==> src/rtl/enable_seq_monitor.sv <==
// Receive-side checker for the staggered three-enable sequence (clkB domain).
// Tracks 000 -> 111 -> 011 -> 001 -> 000, counts completions, latches first error.
module enable_seq_monitor #(
    parameter int CNT_W   = 8,
    parameter int TO_W    = 4,
    parameter int TIMEOUT = 15
) (
    input  logic             clkB,
    input  logic             rst,
    input  logic             ena_1,
    input  logic             ena_2,
    input  logic             ena_3,
    input  logic             clr,
    output logic             seq_done,
    output logic [CNT_W-1:0] seq_count,
    output logic             busy,
    output logic             err,
    output logic [2:0]       err_code,
    output logic [1:0]       state
);

    typedef enum logic [1:0] {
        S_IDLE = 2'd0,
        S_P1   = 2'd1,
        S_P2   = 2'd2,
        S_P3   = 2'd3
    } state_t;

    localparam logic [2:0] E_NONE      = 3'd0;
    localparam logic [2:0] E_BAD_START = 3'd1;
    localparam logic [2:0] E_ILLEGAL   = 3'd2;
    localparam logic [2:0] E_ABORT     = 3'd3;
    localparam logic [2:0] E_TIMEOUT   = 3'd4;

    localparam logic [2:0] PAT_IDLE = 3'b000;
    localparam logic [2:0] PAT_P1   = 3'b111;
    localparam logic [2:0] PAT_P2   = 3'b011;
    localparam logic [2:0] PAT_P3   = 3'b001;

    localparam logic [TO_W-1:0] TO_LIM = TO_W'(TIMEOUT);
    localparam bit              TO_EN  = (TIMEOUT != 0);

    logic [2:0]       pat_d;
    logic [2:0]       pat_q;
    state_t           state_d;
    state_t           state_q;
    logic [TO_W-1:0]  hold_d;
    logic [TO_W-1:0]  hold_q;
    logic             done_d;
    logic             done_q;
    logic [CNT_W-1:0] cnt_d;
    logic [CNT_W-1:0] cnt_q;
    logic             err_d;
    logic             err_q;
    logic [2:0]       code_d;
    logic [2:0]       code_q;
    logic [2:0]       phase_pat;
    logic             held;
    logic [2:0]       ev;

    assign pat_d = {ena_1, ena_2, ena_3};

    always_comb begin
        phase_pat = PAT_IDLE;
        unique case (state_q)
            S_IDLE: phase_pat = PAT_IDLE;
            S_P1:   phase_pat = PAT_P1;
            S_P2:   phase_pat = PAT_P2;
            S_P3:   phase_pat = PAT_P3;
        endcase
    end

    // Only non-idle phases are timed; IDLE may sit on 000 forever.
    assign held = (state_q != S_IDLE) && (pat_q == phase_pat);

    always_comb begin
        state_d = state_q;
        hold_d  = hold_q;
        done_d  = 1'b0;
        ev      = E_NONE;
        if (held) begin
            if (TO_EN && (hold_q == TO_LIM)) begin
                ev      = E_TIMEOUT;
                state_d = S_IDLE;
                hold_d  = '0;
            end else if (hold_q != '1) begin
                hold_d = hold_q + TO_W'(1);
            end
        end else begin
            unique case (state_q)
                S_IDLE: begin
                    hold_d = '0;
                    if (pat_q == PAT_P1) begin
                        state_d = S_P1;
                        hold_d  = TO_W'(1);
                    end else if (pat_q != PAT_IDLE) begin
                        ev = E_BAD_START;
                    end
                end
                S_P1: begin
                    if (pat_q == PAT_P2) begin
                        state_d = S_P2;
                        hold_d  = TO_W'(1);
                    end else begin
                        state_d = S_IDLE;
                        hold_d  = '0;
                        ev      = (pat_q == PAT_IDLE) ? E_ABORT : E_ILLEGAL;
                    end
                end
                S_P2: begin
                    if (pat_q == PAT_P3) begin
                        state_d = S_P3;
                        hold_d  = TO_W'(1);
                    end else begin
                        state_d = S_IDLE;
                        hold_d  = '0;
                        ev      = (pat_q == PAT_IDLE) ? E_ABORT : E_ILLEGAL;
                    end
                end
                S_P3: begin
                    state_d = S_IDLE;
                    hold_d  = '0;
                    if (pat_q == PAT_IDLE) begin
                        done_d = 1'b1;
                    end else begin
                        ev = E_ILLEGAL;
                    end
                end
            endcase
        end
    end

    always_comb begin
        cnt_d = cnt_q;
        if (done_d && (cnt_q != '1)) begin
            cnt_d = cnt_q + CNT_W'(1);
        end
    end

    // clr drops the flag first, so an error on the same edge is still captured.
    always_comb begin
        err_d  = err_q;
        code_d = code_q;
        if (clr) begin
            err_d  = 1'b0;
            code_d = E_NONE;
        end
        if ((ev != E_NONE) && !err_d) begin
            err_d  = 1'b1;
            code_d = ev;
        end
    end

    always_ff @(posedge clkB) begin
        if (rst) begin
            pat_q   <= '0;
            state_q <= S_IDLE;
            hold_q  <= '0;
            done_q  <= 1'b0;
            cnt_q   <= '0;
            err_q   <= 1'b0;
            code_q  <= E_NONE;
        end else begin
            pat_q   <= pat_d;
            state_q <= state_d;
            hold_q  <= hold_d;
            done_q  <= done_d;
            cnt_q   <= cnt_d;
            err_q   <= err_d;
            code_q  <= code_d;
        end
    end

    assign seq_done  = done_q;
    assign seq_count = cnt_q;
    assign busy      = (state_q != S_IDLE);
    assign err       = err_q;
    assign err_code  = code_q;
    assign state     = state_q;

endmodule

==> config.mk <==
export PLATFORM = sky130hd
export DESIGN_NAME = enable_seq_monitor
export DESIGN_NICKNAME = d
export VERILOG_FILES = /design/src/rtl/enable_seq_monitor.sv
export SDC_FILE = /design/constraint.sdc
export NUM_CORES = 1
export LEC_CHECK = 0
export CELL_PAD_IN_SITES_DETAIL_PLACEMENT = 1
export CELL_PAD_IN_SITES_GLOBAL_PLACEMENT = 1
export CORE_MARGIN = 5
export CORE_UTILIZATION = 38
export DETAILED_ROUTE_END_ITERATION = 10
export GPL_TIMING_DRIVEN = 0
export HOLD_SLACK_MARGIN = 0.02
export PLACE_DENSITY = 0.73
export SLEW_MARGIN = 10
export SYNTH_ARGS = -nofsm -noshare
export SYNTH_HDL_FRONTEND = slang
export SYNTH_SLANG_ARGS = --single-unit
==> constraint.sdc <==
create_clock -name clkB -period 2.75 [get_ports clkB]
set_input_delay 0.4125 -clock clkB [delete_from_list [all_inputs] [get_ports clkB]]
set_output_delay 0.4125 -clock clkB [all_outputs]
set_load 0.01 [all_outputs]
==> results.json <==
{
  "layout.nets": 175,
  "top_usage_layer": "met2",
  "first_pass_iters": 4,
  "drc": 0,
  "outcome": "finished clean",
  "ctsHtreeMaxLevel": 1,
  "dp_hpwl_mm": 2.42,
  "ff2ff_setup_slack_ns": 0.39,
  "grt_pass1_wl_mm": 5.30,
  "tightestPinTransition_ns": 0.678,
  "comb_power_share_pct": 18.6,
  "fin_tns_setup_ns": 0,
  "final_cell_mix": "22 x dfxtp_1, 21 x clkdlybuf4s50_1, 14 x nor2_1",
  "switching_share_pct": 26.0,
  "fmax_ghz": 0.424,
  "synthArstFlopShare_pct": 0,
  "power.leakage_nw": 0.518,
  "clkSlewWorstSetupHoldPaths_ns": 0.13,
  "min_period_ns": 2.36,
  "wl_per_cell_microns": 15.2,
  "grt_usage_pct": 15.7,
  "p_per_area_nw_per_um2": 476,
  "cts_sinks": 22,
  "drt_iter0_drc": 60,
  "setup_viol": 0,
  "p_seq_share_pct": 46.3,
  "pin_count": 22,
  "via_count": 1069,
  "arrival_ns": 2.57,
  "yosysUniqueCellTypes": 41,
  "num_antenna_cells": 0,
  "power.switching_mw": 0.189,
  "maxSlewViolCount": 0,
  "critPathCaptureType": "flop",
  "slew_headroom_pct": 54.2,
  "synth.avg_cell_area_sq_um": 8.92,
  "cts_tree": "done",
  "rows": 20,
  "fin_skew_ns": 0.00452,
  "cts_root_buf": "clkbuf_4",
  "antenna_found_initial": 0,
  "clock_latency_ns": 0.32,
  "grt_max_degree": 14,
  "synth_nets": 149,
  "critPathRequiredTime_ns": 2.96,
  "vdd_drop_max_v": 0.000224,
  "wirelength_mm": 3.11,
  "final_common_cell": "dfxtp_1",
  "ys_warn_count": 0,
  "die_w_microns": 66.5,
  "maxCapViolCount": 0,
  "clock_path_buffers": 2,
  "p_int_mw": 0.539,
  "path_class": "flop to flop",
  "portBuffers": 21,
  "ctsHoldBuffers": 0,
  "hold_violations": 0,
  "utilization_pct": 50.2,
  "rsz0062_at_grt": "no",
  "synth-seq-area-share_pct": 36.3,
  "cts_resized": 0,
  "power_frac_clock_pct": 35.1,
  "synth_edf_count": 0,
  "die_h_microns": 66.5,
  "syn_inst": 136,
  "met3_usage_pct": 2.53,
  "area_growth_pct": 26.2,
  "grt_util_met1_pct": 20.0,
  "initial_core_util_pct": 39.8,
  "viasPerCell": 5.21,
  "cp-start-kind": "flop",
  "cts_made_buffers": 3,
  "cp_max_fo": 10,
  "synth_ff_type": "dfxtp_1",
  "hp-class": "flop to flop",
  "grt.overflow.total": 0,
  "met2_usage_pct": 26.6,
  "grt_pass1_vias": 1101,
  "drive_gt1_share_pct": 11.8,
  "timing.final.crit_share_pct": 85.8,
  "die_area_sq_um": 4420,
  "post-cts-setup-buffer-count": 0,
  "netlist_area_sq_um": 1210,
  "antenna_left": 0,
  "coreArea_sq_um": 3050,
  "routabilityCongestion": 0.819,
  "synth_seq_cells": 22
}
-- power by group through the flow --
stage	Sequential [mW]	Clock [mW]	Combinational, mW
after floorplan	0.346	0	0.0850
after global placement	0.343	0	0.130
after detailed placement	0.344	0	0.135
after CTS	0.337	0.263	0.137
after global routing	0.339	0.279	0.149
final	0.337	0.256	0.135
-- worst max-delay path: stages (launching register included) --
cell     delay (ns)
dfxtp_1        0.43
inv_1          0.11
ha_1           0.20
buf_2          0.16
xnor2_1        0.16
nor4_2         0.52
buf_2          0.34
nor4_1         0.10
xnor2_1        0.16
nor2_1         0.05
-- per-stage QoR --
step | total power [mW] | cells | setup slack, ns | hold WS [ns] | cell area (sq um)
2_1_floorplan | 0.431 | 136 | 0.699 | 0.484 | 1210
3_3_place_gp | 0.474 | 201 | 0.440 | 0.475 | 1480
3_5_place_dp | 0.480 | 201 | 0.395 | 0.486 | 1480
4_1_cts | 0.736 | 205 | 0.368 | 0.508 | 1530
5_1_grt | 0.766 | 205 | 0.201 | 0.551 | 1530
6_report | 0.729 | 205 | 0.391 | 0.497 | 1530
-- synth_stat cells (2+ instances only) --
master | instances | share of area (%)
nand4_1 | 3 | 1.5
nor2_1 | 14 | 4.3
nor4_1 | 2 | 1.0
nor3_1 | 8 | 3.3
dfxtp_1 | 22 | 36
buf_2 | 3 | 1.2
o22ai_1 | 2 | 1.0
mux2i_1 | 2 | 1.6
nor2b_1 | 5 | 2.6
nand3_1 | 4 | 1.6
ha_1 | 7 | 7.2
o21ai_0 | 2 | 0.82
nand2_1 | 9 | 2.8
or4_1 | 2 | 1.2
a31oi_1 | 3 | 1.5
xnor2_1 | 8 | 5.8
inv_1 | 4 | 1.2
a21oi_1 | 5 | 2.1
nor4_2 | 3 | 3.1
clkbuf_1 | 3 | 0.93
xor2_1 | 3 | 2.2
buf_6 | 3 | 2.8
-- area by class of cell --
cell class                      instances  area [sq um]
Fill cell                             379          1520
Sequential cell                        22           440
Tap cell                               44          55.1
Multi-Input combinational cell        101           698
Timing Repair Buffer                   21           210
Clock buffer                            3          22.5
Buffer                                  9          60.1
Inverter                                4          15.0
Clock inverter                          1          30.0
-- logic make-up (layout without fill, tap and decap cells) --
group / count (synthesis) / in the layout / synth area share, %
muxes: 2 / 2 / 1.65
AOI/OAI and AO/OA: 21 / 21 / 11.8
adders and majority gates: 7 / 7 / 7.22
DFF: 22 / 22 / 36.3
xor gates and xnor gates: 11 / 11 / 7.94
buffers and inverters: 13 / 38 / 6.18
and+or+nand+nor: 60 / 60 / 29.0
-- final timing paths --
check              startpoint            to  cells after the start
setup / recovery     state[0]  seq_count[5]                      9
hold / removal    err_code[2]   err_code[2]                      2
setup reg to reg     state[0]  seq_count[5]                      9
hold reg to reg   err_code[2]   err_code[2]                      2
-- layer usage --
layer,vias up,wire length (microns)
li1,530,-
met1,521,1440
met2,13,1560
met3,5,59
met4,0,48
met5,-,0
-- state kept, by name, summed over array words and instances, names as in the netlist --
register,count
hold_q,4
seq_count,8
state,2
err,1
seq_done,1
pat_q,3
err_code,3
Power figures use the tool's default switching activity.
